`src/rtl/cpu_pkg.sv`:
```
// cpu_pkg: control-word bit map, opcodes, flag indices and FSM states shared by CU and datapath
package cpu_pkg;
  localparam int PC2MAR     = 0;
  localparam int MBR2MAR    = 1;
  localparam int PC2MBR     = 2;
  localparam int MBR2PC     = 3;
  localparam int MBR2IR     = 4;
  localparam int MBR2BR     = 5;
  localparam int MBR2ACC    = 6;
  localparam int ACC2MBR    = 7;
  localparam int MR2MBR     = 8;
  localparam int ALU2MBR    = 9;
  localparam int MEMORY2MBR = 10;
  localparam int MBR2MEMORY = 11;
  localparam int MAR2MEMORY = 12;
  localparam int IR2CU      = 13;
  localparam int PC_PLUS1   = 14;
  localparam int ACC2ALU    = 15;
  localparam int BR2ALU     = 16;
  localparam int CAR_INC    = 17;
  localparam int CAR_LOAD   = 18;
  localparam int CAR_RESET  = 19;
  localparam int ACC_CLEAR  = 20;
  localparam int RSVD21     = 21;
  localparam int ALU_ADD    = 22;
  localparam int ALU_SUB    = 23;
  localparam int ALU_AND    = 24;
  localparam int ALU_OR     = 25;
  localparam int ALU_NOT    = 26;
  localparam int ALU_LSL    = 27;
  localparam int ALU_LSR    = 28;
  localparam int ALU_ASL    = 29;
  localparam int ALU_ASR    = 30;
  localparam int ALU_MPY    = 31;
  localparam int ALU_LO     = ALU_ADD;
  localparam int ALU_N      = 10;
  localparam logic [7:0] OP_LOAD  = 8'h01;
  localparam logic [7:0] OP_STORE = 8'h02;
  localparam logic [7:0] OP_ADD   = 8'h03;
  localparam logic [7:0] OP_SUB   = 8'h04;
  localparam logic [7:0] OP_MPY   = 8'h05;
  localparam logic [7:0] OP_JMP   = 8'h06;
  localparam logic [7:0] OP_HALT  = 8'hFF;
  localparam int F_NEG   = 0;
  localparam int F_ZERO  = 1;
  localparam int F_CARRY = 2;
  localparam int F_OVF   = 3;
  localparam int F_ERR   = 4;
  typedef enum logic {S_IDLE, S_REQ} dp_state_e;
endpackage

```
`src/rtl/cpu_datapath_if.sv`:
```
// cpu_datapath_if: external memory request/ack handshake
interface cpu_datapath_if #(parameter int DW = 16, parameter int AW = 8);
  logic          mem_req;
  logic          mem_we;
  logic [AW-1:0] mem_addr;
  logic [DW-1:0] mem_wdata;
  logic [DW-1:0] mem_rdata;
  logic          mem_ack;
  modport master (output mem_req, mem_we, mem_addr, mem_wdata, input mem_rdata, mem_ack);
  modport slave  (input mem_req, mem_we, mem_addr, mem_wdata, output mem_rdata, mem_ack);
endinterface

```
`src/rtl/dp_alu.sv`:
```
// dp_alu: combinational ALU driven by a one-hot op (index = control bit - ALU_LO)
module dp_alu
  import cpu_pkg::*;
#(parameter int DW = 16) (
  input  logic [ALU_N-1:0] op_i,
  input  logic [DW-1:0]    a_i,
  input  logic [DW-1:0]    b_i,
  output logic [DW-1:0]    result_o,
  output logic [DW-1:0]    hi_o,
  output logic             c_o,
  output logic             v_o
);
  logic [DW:0]     sum, dif;
  logic [2*DW-1:0] prod;
  assign sum  = {1'b0, a_i} + {1'b0, b_i};
  assign dif  = {1'b0, a_i} - {1'b0, b_i};
  assign prod = {{DW{a_i[DW-1]}}, a_i} * {{DW{b_i[DW-1]}}, b_i};
  // select the single active operation; carry is the adder carry, the borrow, or the bit shifted out
  always_comb begin
    result_o = '0;
    hi_o     = '0;
    c_o      = 1'b0;
    v_o      = 1'b0;
    if (op_i[ALU_ADD-ALU_LO]) begin
      {c_o, result_o} = sum;
      v_o = (a_i[DW-1] == b_i[DW-1]) && (sum[DW-1] != a_i[DW-1]);
    end else if (op_i[ALU_SUB-ALU_LO]) begin
      {c_o, result_o} = dif;
      v_o = (a_i[DW-1] != b_i[DW-1]) && (dif[DW-1] != a_i[DW-1]);
    end else if (op_i[ALU_AND-ALU_LO]) result_o = a_i & b_i;
    else if (op_i[ALU_OR-ALU_LO])      result_o = a_i | b_i;
    else if (op_i[ALU_NOT-ALU_LO])     result_o = ~b_i;
    else if (op_i[ALU_LSL-ALU_LO] || op_i[ALU_ASL-ALU_LO]) begin
      result_o = {a_i[DW-2:0], 1'b0};
      c_o      = a_i[DW-1];
      v_o      = op_i[ALU_ASL-ALU_LO] && (a_i[DW-1] != a_i[DW-2]);
    end else if (op_i[ALU_LSR-ALU_LO] || op_i[ALU_ASR-ALU_LO]) begin
      result_o = {op_i[ALU_ASR-ALU_LO] & a_i[DW-1], a_i[DW-1:1]};
      c_o      = a_i[0];
    end else if (op_i[ALU_MPY-ALU_LO]) {hi_o, result_o} = prod;
  end
endmodule

```
`src/rtl/cpu_datapath.sv`:
```
// cpu_datapath: register-transfer datapath with memory handshake and skid buffer; DP_MEM_TIMEOUT_EN adds an ack watchdog
module cpu_datapath
  import cpu_pkg::*;
#(parameter int DW = 16, parameter int AW = 8, parameter int TIMEOUT = 64) (
  input  logic         clk,
  input  logic         rst,
  input  logic [31:0]  control_signal,
  output logic [7:0]   data_from_ir,
  output logic [7:0]   flags,
  output logic         stall,
  cpu_datapath_if.master mem
);
  dp_state_e       state_q, state_d;
  logic [AW-1:0]   pc_q, pc_d, mar_q, mar_d, addr_q, addr_d;
  logic [DW-1:0]   mbr_q, mbr_d, ir_q, ir_d, br_q, br_d, acc_q, acc_d, mr_q, mr_d, aluq_q, aluq_d, wdata_q, wdata_d;
  logic [31:0]     skid_q, skid_d, cw;
  logic            skid_v_q, skid_v_d, we_q, we_d, err_q, err_d;
  logic [3:0]      nzcv_q, nzcv_d;
  logic [7:0]      dfi_q, dfi_d;
  logic [ALU_N-1:0] alu_bits, alu_op;
  logic [DW-1:0]   alu_a, alu_res, alu_hi;
  logic            alu_c, alu_v, alu_en, alu_multi, is_mpy;
  logic            req, arrive, drop, rd, wr, start, ack_ok, rd_done, tmo;
  assign req    = state_q == S_REQ;
  assign arrive = |control_signal;
  assign drop   = req && arrive && skid_v_q;
  assign cw     = req ? '0 : skid_v_q ? skid_q : control_signal;
  assign rd     = cw[MEMORY2MBR];
  assign wr     = cw[MBR2MEMORY];
  assign start  = rd || wr;
  assign ack_ok = req && mem.mem_ack;
  assign rd_done = ack_ok && !we_q;
  assign alu_bits  = cw[ALU_MPY:ALU_LO];
  assign alu_op    = alu_bits & (~alu_bits + 1'b1);
  assign alu_multi = |(alu_bits & (alu_bits - 1'b1));
  assign alu_en    = |alu_bits;
  assign is_mpy    = alu_op[ALU_MPY-ALU_LO];
  assign alu_a     = cw[ACC_CLEAR] ? '0 : acc_q;
  dp_alu #(.DW(DW)) u_alu (.op_i(alu_op), .a_i(alu_a), .b_i(br_q), .result_o(alu_res), .hi_o(alu_hi), .c_o(alu_c), .v_o(alu_v));
`ifdef DP_MEM_TIMEOUT_EN
  localparam int CW = $clog2(TIMEOUT + 1);
  logic [CW-1:0] cnt_q;
  assign tmo = req && !mem.mem_ack && cnt_q == CW'(TIMEOUT - 1);
  // count cycles spent waiting for ack; cleared outside REQ
  always_ff @(posedge clk)
    cnt_q <= (rst || !req || tmo) ? '0 : cnt_q + 1'b1;
`else
  assign tmo = 1'b0;
`endif
  // next-state: FSM, skid buffer, register transfers and flags
  always_comb begin
    state_d  = start ? S_REQ : (ack_ok || tmo) ? S_IDLE : state_q;
    skid_v_d = req ? (skid_v_q || arrive) : (skid_v_q && arrive);
    skid_d   = (req ? !skid_v_q : skid_v_q) ? control_signal : skid_q;
    we_d     = start ? !rd : we_q;
    addr_d   = start ? mar_q : addr_q;
    wdata_d  = start ? mbr_q : wdata_q;
    err_d    = err_q || drop || (rd && wr) || alu_multi || tmo;
    pc_d     = cw[MBR2PC] ? mbr_q[AW-1:0] : cw[PC_PLUS1] ? pc_q + 1'b1 : pc_q;
    mar_d    = cw[PC2MAR] ? pc_q : cw[MBR2MAR] ? mbr_q[AW-1:0] : mar_q;
    mbr_d    = rd_done ? mem.mem_rdata : cw[ALU2MBR] ? aluq_q : cw[MR2MBR] ? mr_q :
               cw[ACC2MBR] ? acc_q : cw[PC2MBR] ? {{(DW-AW){1'b0}}, pc_q} : mbr_q;
    ir_d     = cw[MBR2IR] ? mbr_q : ir_q;
    br_d     = cw[MBR2BR] ? mbr_q : br_q;
    acc_d    = alu_en ? alu_res : cw[ACC_CLEAR] ? '0 : cw[MBR2ACC] ? mbr_q : acc_q;
    mr_d     = is_mpy ? alu_hi : mr_q;
    aluq_d   = alu_en ? alu_res : aluq_q;
    nzcv_d   = alu_en ? {alu_v, alu_c, is_mpy ? ~|{alu_hi, alu_res} : ~|alu_res, is_mpy ? alu_hi[DW-1] : alu_res[DW-1]} : nzcv_q;
    dfi_d    = cw[IR2CU] ? ir_q[DW-1:DW-8] : dfi_q;
  end
  // state register with synchronous reset
  always_ff @(posedge clk) begin
    if (rst) begin
      state_q <= S_IDLE;
      {skid_q, skid_v_q, we_q, err_q, addr_q, wdata_q} <= '0;
      {pc_q, mar_q, mbr_q, ir_q, br_q, acc_q, mr_q, aluq_q, nzcv_q, dfi_q} <= '0;
    end else begin
      state_q <= state_d;
      {skid_q, skid_v_q, we_q, err_q, addr_q, wdata_q} <= {skid_d, skid_v_d, we_d, err_d, addr_d, wdata_d};
      {pc_q, mar_q, mbr_q, ir_q, br_q, acc_q, mr_q, aluq_q, nzcv_q, dfi_q} <= {pc_d, mar_d, mbr_d, ir_d, br_d, acc_d, mr_d, aluq_d, nzcv_d, dfi_d};
    end
  end
  assign stall         = req;
  assign mem.mem_req   = req;
  assign mem.mem_we    = we_q;
  assign mem.mem_addr  = addr_q;
  assign mem.mem_wdata = wdata_q;
  assign data_from_ir  = dfi_q;
  assign flags         = {3'b000, err_q, nzcv_q};
endmodule

```
`src/flat_wrapper.sv`:
```
// flat-port wrapper written by rule: the top's interface ports become plain ports
module cpu_datapath_flat import cpu_pkg::*;
#(parameter int DW = 16, parameter int AW = 8, parameter int TIMEOUT = 64)
  (clk, rst, control_signal, data_from_ir, flags, stall, mem_mem_req, mem_mem_we, mem_mem_addr, mem_mem_wdata, mem_mem_rdata, mem_mem_ack);
  cpu_datapath_if #(.DW(DW), .AW(AW)) mem_i ();
  input  logic clk;
  input  logic rst;
  input  logic [31:0] control_signal;
  output logic [7:0] data_from_ir;
  output logic [7:0] flags;
  output logic stall;
  output wire logic [$bits(mem_i.mem_req)-1:0] mem_mem_req;
  output wire logic [$bits(mem_i.mem_we)-1:0] mem_mem_we;
  output wire logic [$bits(mem_i.mem_addr)-1:0] mem_mem_addr;
  output wire logic [$bits(mem_i.mem_wdata)-1:0] mem_mem_wdata;
  input wire logic [$bits(mem_i.mem_rdata)-1:0] mem_mem_rdata;
  input wire logic [$bits(mem_i.mem_ack)-1:0] mem_mem_ack;
  assign mem_mem_req = mem_i.mem_req;
  assign mem_mem_we = mem_i.mem_we;
  assign mem_mem_addr = mem_i.mem_addr;
  assign mem_mem_wdata = mem_i.mem_wdata;
  assign mem_i.mem_rdata = mem_mem_rdata;
  assign mem_i.mem_ack = mem_mem_ack;
  cpu_datapath #(.DW(DW), .AW(AW), .TIMEOUT(TIMEOUT)) u_core (.clk(clk), .rst(rst), .control_signal(control_signal), .data_from_ir(data_from_ir), .flags(flags), .stall(stall), .mem(mem_i));
endmodule
```
`config.mk`:
```
export PLATFORM = sky130hd
export DESIGN_NAME = cpu_datapath_flat
export DESIGN_NICKNAME = d
export VERILOG_FILES = /design/src/rtl/cpu_pkg.sv /design/src/rtl/cpu_datapath_if.sv /design/src/rtl/dp_alu.sv /design/src/rtl/cpu_datapath.sv /design/src/flat_wrapper.sv
export SDC_FILE = /design/constraint.sdc
export NUM_CORES = 1
export LEC_CHECK = 0
export CAP_MARGIN = 20
export CORE_ASPECT_RATIO = 0.5
export CORE_MARGIN = 5
export CORE_UTILIZATION = 40
export CTS_BUF_LIST = sky130_fd_sc_hd__clkbuf_8 sky130_fd_sc_hd__clkbuf_16
export DETAILED_ROUTE_END_ITERATION = 7
export GPL_ROUTABILITY_DRIVEN = 1
export PLACE_DENSITY = 0.68
export SLEW_MARGIN = 20
export SYNTH_ARGS = -nofsm -noshare
export SYNTH_HDL_FRONTEND = slang
export SYNTH_SLANG_ARGS = --single-unit
export TNS_END_PERCENT = 20
```
`constraint.sdc`:
```
create_clock -name clk -period 8.6 [get_ports clk]
set_clock_uncertainty 0.2 [all_clocks]
set_input_delay 1.29 -clock clk [delete_from_list [all_inputs] [get_ports clk]]
set_output_delay 1.29 -clock clk [all_outputs]
set_load 0.005 [all_outputs]
```
* Yosys cells after proc, flatten, opt, wreduce, memory -nomap -nowiden
Cells that the tools add are included.
Storage, ports and cells: bits in registers 184, latch bits 0, bits in writable memories 0, memory bits (read-only) 0, input bits 51, output and inout bits 43, word-level logic and storage cells 116, memories 0
Cells by class: add/subtract/negate cells 5, multipliers 1, div/mod/pow operators 0, magnitude comparators 0, eq/ne operators 5, shift-type cells 0, muxes and demuxes 50, bitwise operators 7, reduce and logical (&&, ||, !) cells 31
Operators with widths (count):
- two-way mux 16 bit | 25
- two-way mux 32 bit | 2
- OR reduction 32 bit | 2
- multiplier 16 x 16 -> 32 bit | 1
- two-way mux 8 bit | 4
- AND 10 bit | 2
- OR reduction 10 bit | 2
- two-way mux 1 bit | 19
- adder 16 x 16 -> 17 bit | 1
- subtractor 16 x 16 -> 17 bit | 1
- AND 16 bit | 1
- NOT 16 bit | 1
- bitwise OR 16 bit | 1
- OR reduction 16 bit | 1
- adder 10 x 1 -> 10 bit, second input constant | 1
- NOT 10 bit | 1
- subtractor 10 x 1 -> 10 bit, second input constant | 1
- logical AND 1 bit | 9
- adder 8 x 1 -> 8 bit, second input constant | 1
- logical OR 1 bit | 7
- nonzero test 2 bit | 3
- logical NOT 1 bit | 5
- nonzero test 5 bit | 1
- inequality test 1 bit | 4
- other kinds (3) | 3

* Logic depth before layout (Yosys ltp)
depth after elaboration 16, gate-level depth with buffers 34, gate-level depth less buffers 29

* Cells and area by module
A second synthesis with hierarchy kept.
Second synthesis, totals: cells, all modules 2482, area, all modules 20317.0 um^2
Modules (own cells, without submodules):
- dp_alu | instances 1, cells an instance 1529, area an instance 12435.7 um^2
- cpu_datapath | instances 1, cells an instance 953, area an instance 7881.3 um^2

* Worst setup path before layout
No wires, ideal clock.
path kind input-to-reg, start in control_signal[20], end reg u_core.nzcv_q[1], setup time 84 ps, data arrival time 8674 ps, data required time 8316 ps, path slack -359 ps, cell stages on the path 28, cells stage by stage mux2_2 > nand2_1 > clkbuf_1 > nand2_1 > inv_1 > clkbuf_1 > ha_1 > inv_1 > fa_1 > inv_1 > fa_1 > fa_1 > fa_1 > fa_1 > inv_1 > fa_1 > inv_1 > ha_1 > and3_1 > and4_4 > and4_4 > and3_4 > or4b_4 > a2111o_1 > or4_1 > o41ai_2 > nand4b_1 > o31ai_2
Between the ends: longest elaborated chain between the ends 15
RTL lines:
- from (decl) | line flat_wrapper.sv:8 | input logic [31:0] control_signal;
- two-way mux 32 bit (*) (2 in a row) | line cpu_datapath.sv:27 | assign cw = req ? '0 : skid_v_q ? skid_q : control_signal;
- two-way mux 16 bit (*) | line cpu_datapath.sv:38 | assign alu_a = cw[ACC_CLEAR] ? '0 : acc_q;
- multiplier 16 x 16 -> 32 bit | line dp_alu.sv:17 | assign prod = {{DW{a_i[DW-1]}}, a_i} * {{DW{b_i[DW-1]}}, b_i};
- two-way mux 16 bit | line dp_alu.sv:40 | end else if (op_i[ALU_MPY-ALU_LO]) {hi_o, result_o} = prod;
- two-way mux 16 bit | line dp_alu.sv:37 | end else if (op_i[ALU_LSR-ALU_LO] || op_i[ALU_ASR-ALU_LO]) begin
- two-way mux 16 bit | line dp_alu.sv:33 | else if (op_i[ALU_LSL-ALU_LO] || op_i[ALU_ASL-ALU_LO]) begin
- two-way mux 16 bit | line dp_alu.sv:32 | else if (op_i[ALU_NOT-ALU_LO]) result_o = ~b_i;
- two-way mux 16 bit | line dp_alu.sv:31 | else if (op_i[ALU_OR-ALU_LO]) result_o = a_i | b_i;
- two-way mux 16 bit | line dp_alu.sv:30 | end else if (op_i[ALU_AND-ALU_LO]) result_o = a_i & b_i;
- two-way mux 16 bit | line dp_alu.sv:27 | end else if (op_i[ALU_SUB-ALU_LO]) begin
- two-way mux 16 bit | line dp_alu.sv:24 | if (op_i[ALU_ADD-ALU_LO]) begin
- OR reduction 32 bit or OR reduction 16 bit (tied branches) | line cpu_datapath.sv:68 | nzcv_d = alu_en ? {alu_v, alu_c, is_mpy ? ~|{alu_hi, alu_res} : ~|alu_res, is_mpy ? alu_hi[DW-1] : alu_res[DW- ...
- logical NOT 1 bit | line cpu_datapath.sv:68
- two-way mux 1 bit (*) | line cpu_datapath.sv:68
- to (signal assigned) | line cpu_datapath.sv:80 | {pc_q, mar_q, mbr_q, ir_q, br_q, acc_q, mr_q, aluq_q, nzcv_q, dfi_q} <= {pc_d, mar_d, mbr_d, ir_d, br_d, acc_d ...
- to (decl) | line cpu_datapath.sv:18 | logic [3:0] nzcv_q, nzcv_d;
Every way passes the cells marked *; elsewhere a longest branch is shown, timed or not. A chain may end at the register's enable or synchronous reset.

* Worst setup path after layout
Same ends and word-level chain as after synthesis.

==> impl_metrics.csv <==
group,metric,value,unit
logic_synthesis,synth_edf_count,0,
clock_network,cts_tree,"built",
finish,area_delta_synth_final,20.09,%
placed_design,place_inst,3257,
sta,slew_headroom,20.16,%
sta,period_needed,8.461,ns
power_and_ir_drop,leakagePower,10.76,nW
global_routing,grt_pass1_vias,18109,
clock_network,clk_pin_slew,0.07,ns
finish,fin_util,48.90,%
finish,nets,3084,
power_and_ir_drop,vdd_ir_drop_max,0.1414,mV
setup_path,cp_max_fo,7,
global_routing,grt_start_max_net_pins,104,
logic_synthesis,synthCells,2412,
setup_path,cp-end-kind,"register",
placed_design,place_area,22900,um2
finish,antenna_cells,0,
sta,tightest_slew,1.198,ns
logic_synthesis,yosysWarningCount,0,
routing,drt-wirelength-per-cell,21.60,um
routing,vias,18723,
setup_path,crit_required,8.76,ns
global_routing,antenna_found_initial,0,
job,cap_violations,0,
clock_network,clock_path_buffers,2,
setup_path,crit_path_start_kind,"input pin",
sta,fmax,118.2,MHz
setup_path,r2r-end,"u_core.nzcv_q[1]$_SDFFE_PP0P_",
setup_path,reg2reg_from,"u_core.skid_v_q$_SDFF_PP0_",
sta,finalCritPeriodShare,98.38,%
logic_synthesis,yosysSeqAreaShare,17.03,%
floorplan,die_y,167.6,um
floorplan,coreArea,48780,um2
logic_synthesis,syn_area,19860,um2
sta,worst_slack,0.1392,ns
floorplan,die_w,325.1,um
placed_design,io_buffers,90,
routing,antenna_left,0,
logic_synthesis,synth_top_flop_cell,"dfxtp_1",
min_path,min_to,"u_core.skid_q[2]$_SDFFE_PP0P_",
global_routing,grt_usage,25.48,%
min_path,hold_path_depth,2,
finish,final_area,23850,um2
sta,setup_violations,0,
routing,routed_wirelength,71250,um
sta,drv_slew,0,
placed_design,dp_slack,-0.9405,ns
min_path,hp-start,"u_core.skid_q[2]$_SDFFE_PP0P_",
floorplan,rows,57,
finish,drive_gt1_share,14.30,%
finish,instances_no_fill,3299,
setup_path,worst_path_largest_cell_delay,0.52,ns
clock_network,insertion_delay,0.45,ns
placed_design,hpwlAfterDp,56680,um
setup_path,cp_common_cell,"fa_1",
global_routing,grt_pass1_wl,108300,um
power_and_ir_drop,power.density,147.8,nW/um2
sta,hold_slack,0.2540,ns
power_and_ir_drop,finalPower,3.527,mW
floorplan,boundaryPins,94,
clock_network,holdBufCountCts,0,
run_status,status,"completed",
setup_path,cp_slowest_cell,"fa_1",
logic_synthesis,ys_ff_latch,169,
routing,drc,0,
clock_network,htree_num_levels,4,
sta,fin_tns_setup,0,ns
logic_synthesis,ys_async_sr_fraction,0,%
logic_synthesis,synth_area_per_cell,8.235,um2
finish,n_fill_cell,4742,
sta,hold_viol,0,
setup_path,crit_type,"input pin to register",
floorplan,initial_core_util,40.72,%
placed_design,place.gp.congestion,1.026,
logic_synthesis,yosysUniqueCellTypes,90,
setup_path,r2r_slack,0.88,ns
routing,dr.pass1.iters,7,
min_path,hold_class,"register to register",
floorplan,dieArea,54480,um2
routing,via_per_inst,5.675,
clock_network,cts_buffers,17,
clock_network,cts_sinks,169,
global_routing,grt_overflow,0,
sta,rsz0062_at_grt,"true",
routing,first_iter_violations,1950,
clock_network,root_buffer,"clkbuf_16",
setup_path,reg2reg_depth,28,
setup_path,crit_arrival,8.62,ns
==> per-layer routing <==
metal	routed length, um	track usage, %	vias up	share of wire [%]
met5	0	0	-	0
met4	1635	5.883	0	2.3
met3	8322	6.687	115	12
met2	30450	38.65	936	43
met1	30850	36.56	9251	43
li1	-	-	8421	-
==> worst max-delay path by stage <==
| stage | start | end | slack [ns] | cells past startpoint |
|---|---|---|---|---|
| 6_report | control_signal[20] | u_core.nzcv_q[1]$_SDFFE_PP0P_ | 0.14 | 29 |
| 5_1_grt | control_signal[20] | u_core.nzcv_q[1]$_SDFFE_PP0P_ | -0.12 | 29 |
| 4_1_cts | control_signal[20] | u_core.nzcv_q[1]$_SDFFE_PP0P_ | -0.05 | 28 |
| 3_5_place_dp | control_signal[20] | u_core.nzcv_q[1]$_SDFFE_PP0P_ | -0.94 | 29 |
| 3_3_place_gp | control_signal[20] | u_core.nzcv_q[1]$_SDFFE_PP0P_ | -0.95 | 29 |
| 2_1_floorplan | control_signal[20] | u_core.nzcv_q[1]$_SDFFE_PP0P_ | 0.03 | 27 |
==> placed cells by master, fill, tap and decap left out, types with 9 or more instances in the layout <==
| cell | netlist | final |
|---|---|---|
| a211oi_1 | 36 | 33 |
| xnor2_1 | 35 | 32 |
| a221oi_1 | 19 | 19 |
| nand3_1 | 23 | 23 |
| fa_1 | 264 | 257 |
| o221ai_1 | 18 | 18 |
| a21oi_1 | 162 | 160 |
| ha_1 | 132 | 130 |
| o22ai_1 | 13 | 13 |
| nand2b_1 | 12 | 12 |
| mux2i_1 | 64 | 64 |
| a22oi_1 | 15 | 15 |
| o21a_1 | 16 | 16 |
| buf_4 | 8 | 230 |
| a221o_1 | 11 | 11 |
| or2_2 | 11 | 11 |
| a31oi_1 | 9 | 9 |
| dfxtp_1 | 169 | 167 |
| o21ai_0 | 62 | 58 |
| nor2_1 | 287 | 279 |
| xor2_1 | 16 | 16 |
| or3_1 | 10 | 10 |
| nand2_1 | 323 | 317 |
| clkdlybuf4s50_1 | 0 | 88 |
| and3_1 | 14 | 14 |
| clkbuf_16 | 0 | 17 |
| a222oi_1 | 9 | 9 |
| nor2b_1 | 9 | 9 |
| nor4_1 | 15 | 12 |
| inv_1 | 329 | 322 |
| nor3_1 | 33 | 32 |
==> layout make-up <==
class / count / area (um2) / area share (%)
timing repair buffer: 330 / 2793 / 11.71
inverter: 340 / 1289 / 5.403
tap: 649 / 812.0 / 3.404
multi-input combinational: 1779 / 14940 / 62.65
clock buffer: 17 / 425.4 / 1.783
sequential: 169 / 3386 / 14.19
clock inverter: 15 / 205.2 / 0.8603
==> worst max-delay path, delay by kind of cell <==
kind | cells | cell delay, ns
compound gates | 6 | 1.27
fa+ha+maj | 7 | 3.14
buf+inv | 7 | 0.84
mux | 1 | 0.34
simple gates | 8 | 1.74
==> cells by family (layout without fill, tap and decap cells) <==
kind of cell / count (synthesis) / after routing / synth area share, %
AO/OA/AOI/OAI: 466 / 466 / 15.77
XOR/XNOR: 51 / 51 / 2.249
adder cells (fa/ha/maj): 398 / 398 / 35.02
buffers and inverters: 467 / 702 / 9.052
flip-flops: 169 / 169 / 17.03
multiplexers: 69 / 69 / 3.509
other: 1 / 3 / 0.01888
AND/OR/NAND/NOR: 791 / 792 / 17.34
==> state kept, by name (all words and copies together) (netlist names) <==
register              cells
u_core.err_q              1
u_core.acc_q             16
u_core.mar_q              8
u_core.mem.mem_wdata     16
u_core.pc_q               8
u_core.mem.mem_we         1
u_core.data_from_ir       8
u_core.mem.mem_addr       8
u_core.nzcv_q             4
u_core.br_q              16
u_core.skid_v_q           1
u_core.ir_q               8
u_core.aluq_q            16
u_core.mr_q              16
u_core.mbr_q             16
u_core.mem.mem_req        1
u_core.skid_q            25
==> report_power, final <==
group | total (mW) | internal, mW | switching [mW] | leakage, nW
Sequential | 0.995 | 0.875 | 0.119 | 1.38
Clock | 0.805 | 0.422 | 0.383 | 0.305
Combinational | 1.73 | 0.675 | 1.05 | 9.08
==> synthesized netlist by cell type (all sizes together) (6+ instances only) <==
cell,instances,share of area [%]
a221o,11,0.55
o221ai,18,0.79
and2,15,0.49
clkbuf,100,1.9
a221oi,19,0.84
dfxtp,169,17
nand2,323,6.1
nand2b,12,0.38
xor2,16,0.71
a31oi,9,0.28
o21a,16,0.60
o2111ai,9,0.40
a211oi,36,1.4
ha,132,8.3
a21oi,164,4.2
fa,264,27
o21ai,64,1.6
a21o,8,0.30
mux2i,64,3.2
a222oi,9,0.45
inv,332,6.3
clkinv,8,0.15
or3,11,0.35
o22ai,13,0.41
o211ai,9,0.37
o21bai,6,0.23
nand3,23,0.58
nor3,33,0.83
or2,11,0.35
o221a,8,0.45
buf,27,0.74
nor2,287,5.4
nor4,16,0.54
nor2b,10,0.35
nand4,7,0.22
a22oi,15,0.57
and3,15,0.50
xnor2,35,1.5
==> repair_timing <==
action / CTS / global route
pin swaps: 25 / 11
gates resized for setup: 32 / 34
endpoints found under the hold margin: 0 / 0
buffers inserted: 6 / 3
cloned: 1 / 0
setup endpoints to repair: 11 / 5
(Power assumes the default switching activity.)
